==> src/rtl/switch_debouncer.sv <==
// Multi-channel switch debouncer: two-flop synchronizer, per-channel stability counter,
// registered debounced level, one-cycle rise/fall pulses and a busy flag.
module switch_debouncer #(
    parameter int unsigned NUM_SW          = 2,
    parameter int unsigned DEBOUNCE_CYCLES = 16,
    parameter int unsigned CNT_W           = 16
) (
    input  logic              clk,
    input  logic              rst,
    input  logic [NUM_SW-1:0] switches,
    output logic [NUM_SW-1:0] sw_db,
    output logic [NUM_SW-1:0] sw_rise,
    output logic [NUM_SW-1:0] sw_fall,
    output logic              busy
);

    localparam logic [CNT_W-1:0] LP_CNT_LAST = CNT_W'(DEBOUNCE_CYCLES - 1);

    typedef enum logic {
        ST_STABLE   = 1'b0,
        ST_COUNTING = 1'b1
    } ch_state_t;

    logic [NUM_SW-1:0] r_sync1;
    logic [NUM_SW-1:0] r_sync2;
    logic [NUM_SW-1:0] r_db;
    logic [NUM_SW-1:0] r_rise;
    logic [NUM_SW-1:0] r_fall;
    logic              r_busy;
    logic [CNT_W-1:0]  r_cnt [NUM_SW];

    ch_state_t         w_state [NUM_SW];
    logic [NUM_SW-1:0] w_db_nxt;
    logic [NUM_SW-1:0] w_rise_nxt;
    logic [NUM_SW-1:0] w_fall_nxt;
    logic              w_busy_nxt;
    logic [CNT_W-1:0]  w_cnt_nxt [NUM_SW];

    // Metastability guard; only r_sync2 is observed downstream.
    always_ff @(posedge clk) begin
        if (rst) begin
            r_sync1 <= '0;
            r_sync2 <= '0;
        end else begin
            r_sync1 <= switches;
            r_sync2 <= r_sync1;
        end
    end

    // Per-channel state register: debounced level, counter, pulses, busy.
    always_ff @(posedge clk) begin
        if (rst) begin
            r_db   <= '0;
            r_rise <= '0;
            r_fall <= '0;
            r_busy <= 1'b0;
            for (int unsigned i = 0; i < NUM_SW; i++) begin
                r_cnt[i] <= '0;
            end
        end else begin
            r_db   <= w_db_nxt;
            r_rise <= w_rise_nxt;
            r_fall <= w_fall_nxt;
            r_busy <= w_busy_nxt;
            for (int unsigned i = 0; i < NUM_SW; i++) begin
                r_cnt[i] <= w_cnt_nxt[i];
            end
        end
    end

    // Channel state is implied by disagreement between synchronized input and accepted level.
    always_comb begin
        w_db_nxt   = r_db;
        w_rise_nxt = '0;
        w_fall_nxt = '0;
        w_busy_nxt = 1'b0;
        for (int unsigned i = 0; i < NUM_SW; i++) begin
            w_state[i]   = (r_sync2[i] != r_db[i]) ? ST_COUNTING : ST_STABLE;
            w_cnt_nxt[i] = r_cnt[i];
            case (w_state[i])
                ST_STABLE: begin
                    w_cnt_nxt[i] = '0;
                end
                ST_COUNTING: begin
                    if (r_cnt[i] == LP_CNT_LAST) begin
                        w_db_nxt[i]   = r_sync2[i];
                        w_rise_nxt[i] = r_sync2[i];
                        w_fall_nxt[i] = ~r_sync2[i];
                        w_cnt_nxt[i]  = '0;
                    end else begin
                        w_cnt_nxt[i] = r_cnt[i] + CNT_W'(1);
                    end
                end
                default: begin
                    w_cnt_nxt[i] = '0;
                end
            endcase
            w_busy_nxt = w_busy_nxt | (w_cnt_nxt[i] != '0);
        end
    end

    assign sw_db   = r_db;
    assign sw_rise = r_rise;
    assign sw_fall = r_fall;
    assign busy    = r_busy;

endmodule
==> config.mk <==
export PLATFORM = sky130hd
export DESIGN_NAME = switch_debouncer
export DESIGN_NICKNAME = d
export VERILOG_FILES = /design/src/rtl/switch_debouncer.sv
export SDC_FILE = /design/constraint.sdc
export NUM_CORES = 1
export LEC_CHECK = 0
export CORE_MARGIN = 2
export CORE_UTILIZATION = 45
export CTS_BUF_LIST = sky130_fd_sc_hd__clkbuf_16
export CTS_CLUSTER_SIZE = 8
export DETAILED_ROUTE_END_ITERATION = 16
export DONT_BUFFER_PORTS = 1
export PLACE_DENSITY = 0.65
export SYNTH_ARGS = -nofsm -noshare
export SYNTH_HDL_FRONTEND = slang
export SYNTH_SLANG_ARGS = --single-unit
==> constraint.sdc <==
create_clock -name clk -period 2.2 [get_ports clk]
set_input_delay 0.44 -clock clk [delete_from_list [all_inputs] [get_ports clk]]
set_output_delay 0.44 -clock clk [all_outputs]
set_load 0.1 [all_outputs]
==> results.md <==
- Clock sink count: 43
- NetSw: 0.287 mW
- Slowest cell delay on critical path: 0.41 ns
- Rows: 24
- Grt ovf: 0
- DR vias/cell: between 5 and 6
- R2r endpoint: busy
- Initial antenna violation count: 0
- Maximum clock frequency: 490 MHz
- CP Launch Point: r_cnt[0][1]
- Max-slew violations: 0
- CTS Hold Bufs: 0
- Port Buffers: 0
- All-layer global routing usage: around 17%
- Power after layout: 1.49 mW
- Syn Std Cell Area: 0.00210 mm2
- Most frequent cells in the layout: nor2_1 (44), dfxtp_1 (42), xor2_1 (18), buf_4 (18), xnor2_1 (17)
- Sw Ratio: just under 20%
- Worst-Margin Slew: 0.345 ns
- Worst setup endpoint: busy
- Worst-Skew Late Latency: roughly 0.28 ns
- Seq/Total Area, Yosys: roughly two fifths
- Core Footprint: 0.00441 mm2
- Leading register cell type out of synthesis: dfxtp_1
- Worst path buffer plus inverter count: 0
- Vias in the first global route: approximately 1600
- Filler Cell Count: between 400 and 500
- Die W: 72.4 um
- Die area: approximately 0.0052 mm2
- Final Hold Fails: 0
- Post-synthesis area per instance: ~8.5 um2
- Final setup skew: 0.00259 ns
- Leading cell type in the layout, fill and taps excluded: nor2_1
- Most frequent CP cell: a211o_1
- Chip height: 72.4 um
- Crit path depth: 7
- Initial Util: a little under half
- Hold crit path type: input port to flip-flop
- Period utilization: between 90% and 100%
- CTS tree: done
- Total CTS buffers: 5
- Power Internal: 1.20 mW
- Syn. warnings: 0
- CTS root buffer: clkbuf_16
- Routed WL per cell: ~13 um
- Ys async rst share: 0%
- Starting DRT DRC Count: a little under 70
- CTS Buffer Depth: 2
- Syn-to-layout area delta: 13.6%
- Htree depth: 2
- Kind of critical path: flip-flop to flip-flop
- Via count: ~1700
- Worst path arrival time: around 2.2 ns
- Io pins: 11
- Clock share of power: between 40% and 50%
- Syn Inst Count: between 200 and 250
- Worst setup SP type: flip-flop
- Reg2reg start: r_cnt[0][1]
- Worst setup EP type: flip-flop
- Slew margin rel.: 76.8%
- Unique masters post-synth: 40
- Final wirelength: ~3900 um
- CP required: between 2 and 2.5 ns
- Top Family by Delay on Critical Path: compound AO/OA/AOI/OAI gates
- VDD IR max: 0.369 mV
- Pre-CTS WS: ~0.1 ns
- Layout cell share with drive strength beyond 1: between 10% and 20%
- GPL Wtd Cong: ~0.85
- Remaining antenna violation count after routing: 0
- Power Density: between 600 and 700 mW/mm2
- Fin crit period: 2.04 ns
- Setup ws final: around 0.16 ns
- Reg2Reg Depth: 7
- Post-DP HPWL: about 2800 um
- Setup Viol. Count Final: 0
- EDFF count, synth: 0
- Gate power share: 1.7%
- Largest net degree at the start of global routing: 17
- Max Cap Viol: 0
- Drt drc: 0
- Sequential share of power: 53.0%
- Clk pin slew, worst setup/hold paths: ~0.060 ns
- Syn_nets: 252
- Ant. Diodes: 0
- Final Core Density: between 50% and 60%
- Critical path's slowest cell: dfxtp_1
- NumNets Final: 263
- P_leak: approximately 0.86 nW
- CP max FO: 6
- Buffer count from post-CTS setup fixing: 0
- CP Cell Sequence: ha_2 > and3_1 > nand3_1 > a211o_1 > a211oi_2 > nand4_1 > a211o_1
- #FFs+latches synth: 43
- Status: completed
- Global-route wire length before repair: between 7000 and 8000 um
- FF-to-FF setup slack: roughly 0.16 ns
- DR pass1 iterations: 4
-- state kept, by name (all words and copies together) (netlist names) --
name,cells
r_cnt,32
busy,1
sw_fall,2
sw_db,2
sw_rise,2
r_sync2,2
r_sync1,2
-- worst min path at each step --
| stage | slack (ns) | startpoint | cells after the start | to |
|---|---|---|---|---|
| detailed placement | 0.43 | r_sync1[0] | 1 | r_sync2[0] |
| CTS | 0.22 | rst | 1 | r_sync1[1] |
| global placement | 0.42 | r_sync1[1] | 1 | r_sync2[1] |
| global route | 0.22 | rst | 1 | r_sync2[1] |
| finish | 0.23 | rst | 1 | r_sync2[1] |
| floorplan | 0.41 | r_sync1[0] | 1 | r_sync2[0] |
-- cells by family (layout without fill, tap and decap cells) --
logic type                 Yosys count  in the layout  share of synthesized area (%)
and+or+nand+nor                    122            122                           30.1
DFF                                 43             43                           40.9
xor gates and xnor gates            35             35                           14.6
buffers and inverters               21             32                           4.22
AOI/OAI and AO/OA                   19             19                           6.96
muxes                                4              4                           2.02
adders and majority gates            2              2                           1.19
-- stage by stage --
step	setup TNS, ns	cells	hold slack, ns	cell area, um2
after floorplan	0	246	0.414	2100
after detailed placement	0	302	0.429	2240
after global placement	0	302	0.417	2240
final	0	309	0.229	2390
after global routing	-0.0166	309	0.217	2390
after CTS	0	309	0.220	2370
-- per-layer routing --
layer	global-route usage [%]	share of wire, %	vias to the layer above
met4	5.03	0.64	0
met5	0	0	-
met2	29.2	51	19
met1	20.7	46	767
met3	5.00	2.5	2
li1	-	-	874
-- layout make-up --
cell class                      count  area, um2  share of cell area [%]
Sequential cell                    43        862                    36.1
Multi-Input combinational cell    182       1170                    48.8
Inverter                            7       26.3                    1.10
Clock buffer                        5        125                    5.24
Tap cell                           52       65.1                    2.72
Clock inverter                      2       8.76                   0.367
Timing Repair Buffer               18        135                    5.66
-- synth_stat cells (all sizes together) (2+ instances only) --
library cell | count | share of area, %
nand3 | 14 | 3.3
clkbuf | 7 | 1.3
nand2 | 14 | 2.5
a21oi | 3 | 0.71
a31oi | 2 | 0.59
mux2i | 2 | 0.95
mux2 | 2 | 1.1
nor2 | 44 | 7.9
buf | 7 | 1.7
a211o | 3 | 1.2
ha | 2 | 1.2
nor4 | 11 | 3.6
inv | 7 | 1.2
xor2 | 18 | 7.5
nor4b | 4 | 1.7
nand4 | 13 | 4.6
and4 | 2 | 0.83
nor2b | 7 | 2.1
dfxtp | 43 | 41
or2 | 2 | 0.59
a211oi | 2 | 0.71
nor3 | 4 | 0.95
xnor2 | 17 | 7.1
and3 | 3 | 0.89
-- power by group through the flow --
stage / logic (mW) / clock network (mW) / registers, mW
floorplan: 0.0150 / 0 / 0.811
global placement: 0.0253 / 0 / 0.805
detailed placement: 0.0256 / 0 / 0.805
CTS: 0.0259 / 0.707 / 0.788
global route: 0.0283 / 0.736 / 0.788
finish: 0.0256 / 0.674 / 0.788
-- timing repair --
| action | in CTS | in global routing |
|---|---|---|
| setup endpoints to repair | 0 | 1 |
| resized for setup | 0 | 4 |
| hold endpoints to repair | 0 | 0 |
(Power assumes the default switching activity.)
